### config.mk
export PLATFORM = sky130hd
export DESIGN_NAME = if_stage_fq
export DESIGN_NICKNAME = d
export VERILOG_FILES = /design/src/rtl/if_stage_fq.sv
export SDC_FILE = /design/constraint.sdc
export NUM_CORES = 1
export LEC_CHECK = 0
export CORE_AREA = 4 4 235 179
export CTS_CLUSTER_SIZE = 8
export DETAILED_ROUTE_END_ITERATION = 10
export DIE_AREA = 0 0 239 183
export PLACE_DENSITY = 0.58
export SKIP_CTS_REPAIR_TIMING = 1
export SLEW_MARGIN = 10
export SYNTH_ARGS = -nofsm -noshare
export SYNTH_HDL_FRONTEND = slang
export SYNTH_SLANG_ARGS = --single-unit
### constraint.sdc
create_clock -name clk -period 9.6 [get_ports clk]
set_clock_uncertainty 0.15 [all_clocks]
set_input_delay 1.92 -clock clk [delete_from_list [all_inputs] [get_ports clk]]
set_output_delay 1.92 -clock clk [all_outputs]
set_load 0.02 [all_outputs]
### src/rtl/if_stage_fq.sv
// if_stage_fq: instruction-fetch stage feeding decode through a small fetch queue.
// Define IF_PERF_CNT_EN to add the PerfFetched / PerfFlushed counters.
module if_stage_fq #(
  parameter int unsigned     XLEN       = 32,
  parameter int unsigned     FQ_DEPTH   = 4,
  parameter logic [XLEN-1:0] PC_RESET   = '0,
  parameter int unsigned     ADDR_SHIFT = 2
) (
  input  logic            clk,
  input  logic            rst_n,
  input  logic [XLEN-1:0] PCBranchD,
  input  logic            PCSrcD,
  input  logic            StallD,
  output logic            ImemReq,
  output logic [XLEN-1:0] ImemAddr,
  input  logic [31:0]     ImemRD,
  output logic [31:0]     InstrD,
  output logic [XLEN-1:0] PCPlus4D,
  output logic            ValidD
`ifdef IF_PERF_CNT_EN
  ,
  output logic [31:0]     PerfFetched,
  output logic [31:0]     PerfFlushed
`endif
);

  localparam int unsigned PW = $clog2(FQ_DEPTH);
  localparam int unsigned CW = PW + 1;

  logic [XLEN-1:0] pc_f;
  logic [XLEN-1:0] issue_pc;
  logic [XLEN-1:0] issue_pc4;
  logic [XLEN-1:0] inflight_pc4;
  logic            inflight;
  logic [CW-1:0]   count;
  logic [PW-1:0]   rd_ptr;
  logic [PW-1:0]   wr_ptr;
  logic [31:0]     fq_instr [FQ_DEPTH];
  logic [XLEN-1:0] fq_pc4   [FQ_DEPTH];
  logic            push;
  logic            pop;

  assign issue_pc  = PCSrcD ? PCBranchD : pc_f;
  assign issue_pc4 = issue_pc + XLEN'(4);

  // Occupancy counts the response still in flight and ignores a same-cycle pop.
  assign ImemReq  = rst_n & (PCSrcD | ((count + CW'(inflight)) < CW'(FQ_DEPTH)));
  assign ImemAddr = issue_pc >> ADDR_SHIFT;

  assign ValidD   = (count != '0);
  assign InstrD   = fq_instr[rd_ptr];
  assign PCPlus4D = fq_pc4[rd_ptr];

  // A redirect squashes whatever response arrives in the same cycle.
  assign push = inflight & ~PCSrcD;
  assign pop  = ValidD & ~StallD & ~PCSrcD;

  always_ff @(posedge clk) begin
    if (!rst_n) begin
      pc_f         <= PC_RESET;
      inflight     <= 1'b0;
      inflight_pc4 <= '0;
      count        <= '0;
      rd_ptr       <= '0;
      wr_ptr       <= '0;
      for (int i = 0; i < int'(FQ_DEPTH); i++) begin
        fq_instr[i] <= '0;
        fq_pc4[i]   <= '0;
      end
    end else begin
      inflight <= ImemReq;
      if (ImemReq) begin
        pc_f         <= issue_pc4;
        inflight_pc4 <= issue_pc4;
      end
      if (PCSrcD) begin
        count  <= '0;
        rd_ptr <= '0;
        wr_ptr <= '0;
      end else begin
        if (push) begin
          fq_instr[wr_ptr] <= ImemRD;
          fq_pc4[wr_ptr]   <= inflight_pc4;
          wr_ptr           <= wr_ptr + PW'(1);
        end
        if (pop) rd_ptr <= rd_ptr + PW'(1);
        count <= count + CW'(push) - CW'(pop);
      end
    end
  end

  always_ff @(posedge clk) begin
    if (rst_n) assert (!(push && !pop && (count == CW'(FQ_DEPTH))));
  end

`ifdef IF_PERF_CNT_EN
  logic [32:0] fetched_sum;
  logic [32:0] flushed_sum;

  assign fetched_sum = {1'b0, PerfFetched} + 33'(push);
  assign flushed_sum = {1'b0, PerfFlushed} + 33'(count) + 33'(inflight);

  always_ff @(posedge clk) begin
    if (!rst_n) begin
      PerfFetched <= '0;
      PerfFlushed <= '0;
    end else begin
      PerfFetched <= fetched_sum[32] ? 32'hFFFF_FFFF : fetched_sum[31:0];
      if (PCSrcD) PerfFlushed <= flushed_sum[32] ? 32'hFFFF_FFFF : flushed_sum[31:0];
    end
  end
`endif

endmodule

=== Word-level counts from Yosys, hierarchy flattened ===
Memory sizes are Yosys's and may differ from the RTL's. A register that Yosys moved wholly into a read port is not among the register bits.
Index checks and enable logic that the tools add are counted.

* Register bits: 40
* Bits in writable memories: 256
* Input bits: 68
* Output and inout bits: 98
* Word-level logic and storage cells: 42
* Memories kept: 2

{| class="wikitable"
|+ Memory list
! memory !! depth !! width !! rd ports !! clocked after memory_dff !! wr ports !! RTL line !! source
|-
| fq_instr || 4 || 32 || 1 || 1 || 4 || 38 || <nowiki>logic [31:0] fq_instr [FQ_DEPTH];</nowiki>
|-
| fq_pc4 || 4 || 32 || 1 || 1 || 4 || 39 || <nowiki>logic [XLEN-1:0] fq_pc4 [FQ_DEPTH];</nowiki>
|}

* Add/sub/neg operators: 6
* $lt $le $gt $ge: 1
* Multiplexer cells: 16
* Bitwise gates (word level): 8
* Reduce and logical (&&, ||, !) cells: 4

{| class="wikitable"
|+ Operator list
! kind !! count
|-
| 32-bit two-way mux || 3
|-
| 32-bit OR reduction || 2
|-
| 32-bit by 3-bit adder with 32-bit output, second input constant || 1
|-
| 2-bit two-way mux || 6
|-
| 1-bit two-way mux || 7
|-
| 3-bit by 1-bit adder with 3-bit output || 2
|-
| 2-bit by 1-bit adder with 2-bit output, second input constant || 2
|-
| 1-bit bitwise AND || 4
|-
| 3-bit < comparator, second input constant || 1
|-
| 1-bit NOT || 3
|-
| 3-bit nonzero test || 1
|-
| 3-bit by 1-bit subtractor with 3-bit output || 1
|-
| 2-bit OR reduction || 1
|-
| 1-bit bitwise OR || 1
|}

=== Logic depth before layout (Yosys ltp) ===
Gate-level depths: netlist of the first run.

* Depth in word-level cells: 8
* Gate-level depth with buffers: 14
* Gate-level depth less buffers: 10

=== Worst setup path after synthesis of the first run ===
No wires, ideal clock.

* Path type: in2reg
* Start point: input PCSrcD
* End point: memory fq_instr[1][0], enable pin
* Library setup time: 0.575 ns
* Data arrival time: 6.774 ns
* Required time: 8.875 ns
* Setup slack: 2.102 ns
* Cell stages on the path: 3
* Path buffers: 1
* Cell sequence: buf_6 nand2b_1 o21ai_0

{| class="wikitable"
|+ RTL lines
! element !! RTL line !! source
|-
| start: declaration || 12 || <nowiki>input logic PCSrcD,</nowiki>
|-
| end: declaration || 38 ||
|}

=== Final worst setup path of the first run ===
* Start point: input PCSrcD
* End point: output ImemAddr[20]

* Word-level cells in the longest chain between the ends: 1

{| class="wikitable"
|+ Ends and longest elaborated chain
! element !! RTL line !! source
|-
| 32-bit two-way mux || 43 || <nowiki>assign issue_pc = PCSrcD ? PCBranchD : pc_f;</nowiki>
|-
| end: declaration || 15 || <nowiki>output logic [XLEN-1:0] ImemAddr,</nowiki>
|}

Every way passes these cells.

==> run summary, run 1 <==
Fin Setup TNS: 0 ns
Static Leak: 6.29 nW
Comb pwr share: 0.093
Largest stage delay, worst path: 0.64 ns
Starting density of the core: 0.349
FF-to-FF Start: inflight
Sink Count: 298
Sequential power share: 0.475
Switch share: 0.229
Max-Cap Viols: 0
Slew Viols, Final: 0
Die Ht: 183 um
Initial antenna violation count: 1
Post-layout power: 3.16 mW
Die ar.: 43,700 sq um
Final period demand of the worst path: 6.24 ns
Endpoint class of the critical path: primary output
Endpoints failing hold: 0
WHS Endpoint: inflight_pc4[10]
Syn avg cell area: 13.3 sq um
Worst skew pair latency: 0.52 ns
Post-synth ARST share: 0
Arrival time worst endpoint: 4.17 ns
Cells after synthesis: 1,036
Final wirelength: 37,700 um
Crit Reg-Reg Endpoint: fq_instr[0][15]
RSZ-0062 raised after global routing: no
Clock share of power: 0.431
Slowest-stage cell, CP: buf_4
Placement Rows: 63
First-pass GRT wire length: 57,000 um
Worst Hold Class: reg2reg
Seq cells post-synth: 298
Antenna cells: 0
Startpoint types: input pin
Pwr/cell area: 184 nW/um^2
Worst-path fanout max: 56
CTS buffer count: 43
Placed inst area: 16,000 sq um
# H-tree levels: 2
Most frequent cells in the layout: 256 x edfxtp_1, 161 x clkdlybuf4s50_1, 144 x and2_1
R2R depth: 5
Nets: 1,265
Endpoints failing setup: 0
Final Cycle Share: 0.650
ANT nets after route: 0
Clock slew at reported path FFs: 0.05 ns
Actual slew at the worst max-slew pin: 1.12 ns
Wl on met1: 16,900 um
DRC violations left: 0
Peak supply drop: 0.0964 mV
1st-pass router iterations: 5
Synth-to-layout area growth: 24.4%
WHS: 0.385 ns
HPWL Detailed: 22,700 um
Commonest non-fill, non-tap cell in the layout: edfxtp_1
Synth cell types: 60
Reg2Reg Setup Slack: 6.58 ns
Clock root buffer: clkbuf_16
Cell depth of the worst min-delay path: 2
Share of cells above drive strength 1: 0.140
DR WL/cell: 21.8 um
Register area share after synthesis: 0.619
Gpl congestion: 0.830
WL met3: 2630 um
Largest net degree at the start of global routing: 65
Hold_sp: inflight_pc4[10]
Core area: 39,500 sq um
Pint: 2.44 mW
Status: finished, final reports clean
Synthesized cell area: 13,800 sq um
Final instance area: 17,200 sq um
Congestion Overflow GR: 0
I/O Pins: 166
Worst Path Required: 7.53 ns
Port Buf Inserts: 163
Initial drt markers: 752
DIE WIDTH: 239 um
CP Class: in2out
Top Layer Used: met4
CP Cell Sequence: buf_2 -> buf_4 -> mux2i_1 -> inv_1 -> clkdlybuf4s50_1
Post-synth top flop: edfxtp_1
F_max: 160 MHz
YS warnings: 0
Met2 wire length: 17,500 um
Max-slew headroom: 0.256
CTS tree: done
CTS Buffer Depth: 3
Sw Pwr: 725 uW
Vias in the first global route: 9,161
Gr usage total: 0.169
# fillers: 3,607
EDFF count, synth: 256
DR vias: 8,948
Via-per-instance ratio: 5.17
## cells by family after synthesis
logic type               Yosys count  synth area share
AND/OR/NAND/NOR                  430             0.164
AO/OA/AOI/OAI                     64            0.0338
multiplexers                     100             0.132
adder cells (fa/ha/maj)            4           0.00417
XOR/XNOR                          16            0.0102
flip-flops                       298             0.619
buffers and inverters            123            0.0365
other                              1          0.000272
## metrics by stage
stage,cells,setup WS (ns),util
2_1_floorplan,1037,2.10,-
3_3_place_gp,1668,3.45,0.404
3_5_place_dp,1668,3.41,0.404
4_1_cts,1731,3.40,0.434
5_1_grt,1731,3.25,0.434
6_report,1731,3.36,0.434
## power by group through the flow
stage          registers, mW  clock network, mW  logic [mW]
6_report                1.50               1.37       0.296
2_1_floorplan           1.52                  0       0.159
4_1_cts                 1.50               1.40       0.301
5_1_grt                 1.51               1.46       0.317
3_3_place_gp            1.53                  0       0.298
3_5_place_dp            1.53                  0       0.299
## worst max path at each step
stage	startpoint	slack [ns]	cells after the start	endpoint
floorplan	PCSrcD	2.10	3	fq_instr[1][0]
global placement	PCSrcD	3.45	5	ImemAddr[11]
detailed placement	PCSrcD	3.41	5	ImemAddr[20]
CTS	PCSrcD	3.40	5	ImemAddr[20]
global route	PCSrcD	3.25	5	ImemAddr[20]
finish	PCSrcD	3.36	5	ImemAddr[20]
## cell usage after synthesis, drive strengths merged (7+ instances only)
library cell	n	area, sq um
a21oi	8	40.0
and2	144	901
buf	19	113
clkbuf	48	180
dfxtp	42	841
edfxtp	256	7690
inv	56	210
mux2	19	214
mux2i	17	170
mux4	64	1440
nand2	71	269
nand3	46	235
nand3b	8	60.1
nand4	22	153
nor2	106	398
o211ai	7	52.6
o21ai	13	65.1
xnor2	10	87.6
## worst max-delay path, delay by kind of cell
kind / cells / cell delay [ns]
buf+inv: 4 / 1.66
mux: 1 / 0.52
## per-layer routing
| layer | up-vias | GRT usage |
|---|---|---|
| met4 | 0 | 0.0344 |
| met1 | 4491 | 0.241 |
| met5 | - | 0 |
| li1 | 4104 | - |
| met3 | 55 | 0.0383 |
| met2 | 298 | 0.270 |
## final cells by class
type	instances	area (sq um)	area share
clock buffer	61	1190	0.0692
clock inverter	2	8.76	0.000511
inverter	56	210	0.0123
multi-input combinational	616	4830	0.281
sequential	298	8540	0.498
tap	520	651	0.0379
timing repair buffer	178	1730	0.101
## registers in the layout (all words and copies together), names as in the netlist, named ones only
register,count
wr_ptr,2
inflight_pc4,32
inflight,1
fq_instr,128
fq_pc4,128
rd_ptr,2
count,3
Note: power is estimated with default switching activity, not from simulation.
==> run 2: changes to the inputs <==
--- a/config.mk
+++ b/config.mk
@@ -9,7 +9,7 @@
 export CTS_CLUSTER_SIZE = 8
 export DETAILED_ROUTE_END_ITERATION = 10
 export DIE_AREA = 0 0 239 183
-export PLACE_DENSITY = 0.58
+export PLACE_DENSITY = 0.6
 export SKIP_CTS_REPAIR_TIMING = 1
 export SLEW_MARGIN = 10
 export SYNTH_ARGS = -nofsm -noshare
==> constraint.sdc (replaced) <==
create_clock -name clk -period 5 [get_ports clk]
set_clock_uncertainty 0.15 [all_clocks]
set_input_delay 1 -clock clk [delete_from_list [all_inputs] [get_ports clk]]
set_output_delay 1 -clock clk [all_outputs]
set_load 0.02 [all_outputs]
==> run 2 against run 1 <==
Against the previous run:
- clock power grew 94%
- non-clock buffer count up 12
- worst setup slack lost 2.3 ns
- via count is 0.36% lower
- power is 94% higher
- clock-buffer cell count up 2
- hold slack better by 0.0065 ns
- sequential power is 93% higher
- first-iteration DRC count decreased by 12%
- core utilization increased by 0.43 points
- global-route usage increased by 0.12 points
- flip-flop and latch count unchanged
- critical endpoint is now InstrD[31]
- largest cell class unchanged
==> run summary, run 2 (synthesis gave the netlist of run 1 again) <==
Status: finished, final reports clean (unchanged)
Synth-to-layout area growth: 25.7% (was 24.4%)
Final period demand of the worst path: 3.93 ns
Slowest-stage cell, CP: dfxtp_4 (was buf_4)
Antenna cells: 0 (unchanged)
Die ar.: 43,700 sq um (unchanged)
Register area: 8540 sq um (unchanged)
Slew Viols, Final: 0 (unchanged)
Final Cycle Share: 0.786
1st-pass router iterations: 5 (unchanged)
Initial antenna violation count: 1 (unchanged)
Nets: 1,277 (was 1,265)
F_max: 254 MHz
Initial drt markers: 665 (was 752)
Worst Hold Class: reg2reg (unchanged)
Endpoints failing hold: 0 (unchanged)
Hold_sp: rd_ptr[1] (was inflight_pc4[10])
Vias in the first global route: 9,253 (was 9,161)
Max-slew headroom: 0.420 (was 0.256)
Fin cells: 1,745 (was 1,731)
I/O Pins: 166 (unchanged)
CTS buffer count: 43 (unchanged)
Regs by FF count: fq_instr: 128 flops, fq_pc4: 128 flops, inflight_pc4: 32 flops (unchanged)
Pwr/cell area: 354 nW/um^2 (was 184 nW/um^2)
Actual slew at the worst max-slew pin: 0.870 ns (was 1.12 ns)
Area of the multi-input gates: 4820 sq um (was 4830 sq um)
FF-to-FF Start: inflight_pc4[2] (was inflight)
Final WS setup: 1.07 ns (was 3.36 ns)
Commonest non-fill, non-tap cell in the layout: edfxtp_1 (unchanged)
ANT nets after route: 0 (unchanged)
Endpoint class of the critical path: primary output (unchanged)
Worst skew pair latency: 0.53 ns (was 0.52 ns)
DP Worst Slack: 1.18 ns (was 3.41 ns)
Largest stage delay, worst path: 0.69 ns (was 0.64 ns)
Peak supply drop: 0.185 mV (was 0.0964 mV)
Clock root buffer: clkbuf_16 (unchanged)
Die Ht: 183 um (unchanged)
CP Cell Sequence: buf_12 -> mux4_2 -> clkdlybuf4s50_1 (was buf_2 -> buf_4 -> mux2i_1 -> inv_1 -> clkdlybuf4s50_1)
Most frequent cells in the layout: 256 x edfxtp_1, 161 x clkdlybuf4s50_1, 144 x and2_1 (unchanged)
Post-layout power: 6.12 mW (was 3.16 mW)
Via-per-instance ratio: 5.11 (was 5.17)
Placement Rows: 63 (unchanged)
Worst Path Required: 3.85 ns (was 7.53 ns)
# H-tree levels: 2 (unchanged)
DR WL/cell: 21.4 um (was 21.8 um)
Clock slew at reported path FFs: 0.05 ns (about the same)
Core area: 39,500 sq um (unchanged)
Gr usage total: 0.170 (was 0.169)
DRC violations left: 0 (unchanged)
Startpoint types: register (was input pin)
RSZ-0062 raised after global routing: no (unchanged)
Reg2Reg Setup Slack: 2.45 ns (was 6.58 ns)
Max-Cap Viols: 0 (unchanged)
Final wirelength: 37,300 um (was 37,700 um)
Sink Count: 298 (unchanged)
CTS Buffer Depth: 3 (unchanged)
DIE WIDTH: 239 um (unchanged)
Gpl congestion: 0.856 (was 0.830)
CP Class: reg2out (was in2out)
Endpoints failing setup: 0 (unchanged)
Fin Setup TNS: 0 ns (unchanged)
Largest net degree at the start of global routing: 65 (unchanged)
CTS tree: done (unchanged)
Starting density of the core: 0.349 (unchanged)
Placed cell count: 1,680 (was 1,668)
Port Buf Inserts: 163 (unchanged)
Static Leak: 6.38 nW (was 6.29 nW)
Arrival time worst endpoint: 2.78 ns (was 4.17 ns)
Share of cells above drive strength 1: 0.147 (was 0.140)
HPWL Detailed: 23,600 um (was 22,700 um)
First-pass GRT wire length: 57,400 um (was 57,000 um)
Congestion Overflow GR: 0 (unchanged)
DR vias: 8,916 (was 8,948)
Worst-path fanout max: 35 (was 56)
# fillers: 3,623 (was 3,607)
run 2: cell count changes in the layout (fill, tap and decap cells not counted), moves of 2 or more:
cell      change
buf_4         +7
buf_12        +5
nor2_2        -2
nor2_1        +2
clkbuf_1      +2
run 2: final timing paths:
| path | depth (start not counted) | to |
|---|---|---|
| worst max-delay path | 3 | InstrD[31] |
| worst min-delay path | 2 | register |
| worst max register to register | 7 | inflight_pc4[24] |
| worst min register to register | 2 | register |
run 2: per-layer routing:
layer	track usage	part of all wire
met5	0	0
met4	0.0358	0.017
met3	0.0311	0.057
met2	0.270	0.47
met1	0.248	0.46
run 2: critical path, delay by kind of cell, from the launching register on:
family	cells	cell delay (ns)
buf+inv	2	0.93
flops	1	0.69
mux	1	0.58
run 2: layout make-up:
class                   instances  share of cell area
multi-input cells             616               0.278
well taps                     520              0.0376
clock inverters                 2             0.00144
flip-flops and latches        298               0.493
clock buffers                  63              0.0689
repair buffers                190               0.109
inverters                      56              0.0121
run 2: report_power, final:
group          internal, mW  total (mW)  leakage [nW]  switching [mW]
Sequential             2.82        2.89          3.00          0.0679
Clock                  1.63        2.66         0.587            1.03
Combinational         0.255       0.574          2.79           0.319
run 2: through the flow:
stage | hold slack (ns) | area, sq um | utilization
5_1_grt | 0.414 | 17300 | 0.439
4_1_cts | 0.397 | 17300 | 0.439
3_5_place_dp | 0.389 | 16100 | 0.408
3_3_place_gp | 0.353 | 16100 | 0.408
6_report | 0.391 | 17300 | 0.439
2_1_floorplan | 0.316 | 13800 | -
==> run 3: changes to the inputs <==
==> constraint.sdc (replaced) <==
create_clock -name clk -period 3.4 [get_ports clk]
set_clock_uncertainty 0.15 [all_clocks]
set_input_delay 0.68 -clock clk [delete_from_list [all_inputs] [get_ports clk]]
set_output_delay 0.68 -clock clk [all_outputs]
set_load 0.02 [all_outputs]
==> run 3 against run 2 <==
Against the previous run:
- register-to-register slack got worse by 1.6 ns
- sequential share of layout area fell by 0.62 points
- wire length fell by 0.51%
- worst setup slack got worse by 0.93 ns
- clock-buffer cell count fell by 1
- non-clock buffer count rose by 22
- die area did not move
- design area rose by 1.3%
- clock power rose by 45%
- power rose by 46%
- first-iteration DRC count fell by 15%
- hold slack got worse by 0.013 ns
- critical endpoint is now ImemReq
- largest cell class unchanged
- highest routed layer unchanged
==> run summary, run 3 (synthesis gave the netlist of run 1 again) <==
CP Cell Sequence: and3_1 -> mux2i_2 -> nand2_1 -> inv_1 -> clkdlybuf4s50_1 (was buf_12 -> mux4_2 -> clkdlybuf4s50_1)
Fin Setup TNS: 0 ns (unchanged)
Gpl congestion: 0.861 (was 0.856)
Cell depth of the worst min-delay path: 2 (unchanged)
Placed cell count: 1,695 (was 1,680)
Startpoint types: register (unchanged)
Port Buf Inserts: 163 (unchanged)
Max-slew headroom: 0.549 (was 0.420)
First-pass GRT wire length: 57,100 um (was 57,400 um)
CTS Buffer Depth: 3 (unchanged)
Endpoint class of the critical path: primary output (unchanged)
Largest stage delay, worst path: 0.61 ns (was 0.69 ns)
Worst Hold Class: reg2reg (unchanged)
Via-per-instance ratio: 5.05 (was 5.11)
Final Cycle Share: 0.958
Endpoints failing hold: 0 (unchanged)
Synth-to-layout area growth: 27.3% (was 25.7%)
Gr usage total: 0.169 (was 0.170)
Status: finished, final reports clean (unchanged)
Initial drt markers: 564 (was 665)
Commonest non-fill, non-tap cell in the layout: edfxtp_1 (unchanged)
WHS Endpoint: rd_ptr[1]
Pwr/cell area: 511 nW/um^2 (was 354 nW/um^2)
Fin cells: 1,766 (was 1,745)
Final period demand of the worst path: 3.26 ns
Max-Cap Viols: 0 (unchanged)
Worst skew pair latency: 0.52 ns (was 0.53 ns)
DIE WIDTH: 239 um (unchanged)
R2R depth: 7 (unchanged)
F_max: 307 MHz
DR WL/cell: 21.0 um (was 21.4 um)
Actual slew at the worst max-slew pin: 0.676 ns (was 0.870 ns)
DRC violations left: 0 (unchanged)
Share of cells above drive strength 1: 0.161 (was 0.147)
Regs by FF count: fq_instr: 128 flops, fq_pc4: 128 flops, inflight_pc4: 32 flops (unchanged)
Hold_sp: rd_ptr[1] (unchanged)
Nets: 1,299 (was 1,277)
Final wirelength: 37,100 um (was 37,300 um)
Die Ht: 183 um (unchanged)
Largest net degree at the start of global routing: 65 (unchanged)
WHS: 0.378 ns (was 0.391 ns)
Placement Rows: 63 (unchanged)
1st-pass router iterations: 5 (unchanged)
CTS buffer count: 43 (unchanged)
# H-tree levels: 2 (unchanged)
Reg2Reg Setup Slack: 0.89 ns (was 2.45 ns)
Congestion Overflow GR: 0 (unchanged)
Core area: 39,500 sq um (unchanged)
Clock slew at reported path FFs: 0.05 ns (about the same)
CP Class: reg2out (unchanged)
Slowest-stage cell, CP: clkdlybuf4s50_1 (was dfxtp_4)
HPWL Detailed: 24,100 um (was 23,600 um)
CTS tree: done (unchanged)
Clock root buffer: clkbuf_16 (unchanged)
Endpoints failing setup: 0 (unchanged)
Most frequent cells in the layout: 256 x edfxtp_1, 160 x clkdlybuf4s50_1, 144 x and2_1 (was 256 x edfxtp_1, 161 x clkdlybuf4s50_1, 144 x and2_1)
Worst Path Required: 2.57 ns (was 3.85 ns)
I/O Pins: 166 (unchanged)
FF-to-FF Start: inflight_pc4[3] (was inflight_pc4[2])
Final instance area: 17,500 sq um (was 17,300 sq um)
Initial antenna violation count: 1 (unchanged)
Die ar.: 43,700 sq um (unchanged)
Arrival time worst endpoint: 2.43 ns (was 2.78 ns)
Worst-path fanout max: 4 (was 35)
Static Leak: 6.52 nW (was 6.38 nW)
Placed inst area: 16,300 sq um (was 16,100 sq um)
Slew Viols, Final: 0 (unchanged)
Finished Core Util: 0.444 (was 0.439)
ANT nets after route: 0 (unchanged)
Sink Count: 298 (unchanged)
Vias in the first global route: 9,317 (was 9,253)
Peak supply drop: 0.342 mV (was 0.185 mV)
RSZ-0062 raised after global routing: no (unchanged)
DR vias: 8,918 (was 8,916)
Starting density of the core: 0.349 (unchanged)
Crit Reg-Reg Endpoint: inflight_pc4[24] (unchanged)
## run 3: power breakdown
part / internal (mW) / switching (mW)
Combinational: 0.390 / 0.471
Clock: 2.38 / 1.48
Sequential: 4.15 / 0.101
## run 3: metal layers
| layer | GRT usage | wire length (um) | up-vias | part of all wire |
|---|---|---|---|---|
| met5 | 0 | 0 | - | 0 |
| met4 | 0.0397 | 662 | 0 | 0.018 |
| met3 | 0.0260 | 1770 | 47 | 0.048 |
| met2 | 0.277 | 17900 | 239 | 0.48 |
| met1 | 0.239 | 16800 | 4468 | 0.45 |
| li1 | - | - | 4164 | - |
## run 3: final cells by class
class                      instances  area (sq um)
fill                            3590         21900
sequential                       298          8540
multi-input combinational        616          4820
timing repair buffer             212          2120
clock buffer                      62          1190
tap                              520           651
inverter                          56           210
clock inverter                     1          8.76
antenna                            1          2.50
## run 3: worst max-delay path: cells and delay by family, from the launching register on
kind	cells	cell delay, ns
multiplexers	1	0.26
AND/OR/NAND/NOR	2	0.45
buffers and inverters	2	0.76
flip-flops	1	0.43
## run 3: metrics by stage
stage	worst slack (ns)	power, mW
after floorplan	-1.14	4.73
after global placement	0.244	5.18
after detailed placement	0.207	5.19
after CTS	0.0145	9.09
after global routing	0.0665	9.32
final	0.142	8.97
## run 3: how the worst max path moves through the flow
stage                        start  slack [ns]  depth (start not counted)              to
final                     inflight        0.14                          5         ImemReq
after floorplan             PCSrcD       -1.14                          3  fq_instr[1][0]
after CTS                 register        0.01                          3    PCPlus4D[14]
after global placement      PCSrcD        0.24                          4    ImemAddr[14]
after detailed placement    PCSrcD        0.21                          5    ImemAddr[11]
after global routing      inflight        0.07                          5         ImemReq
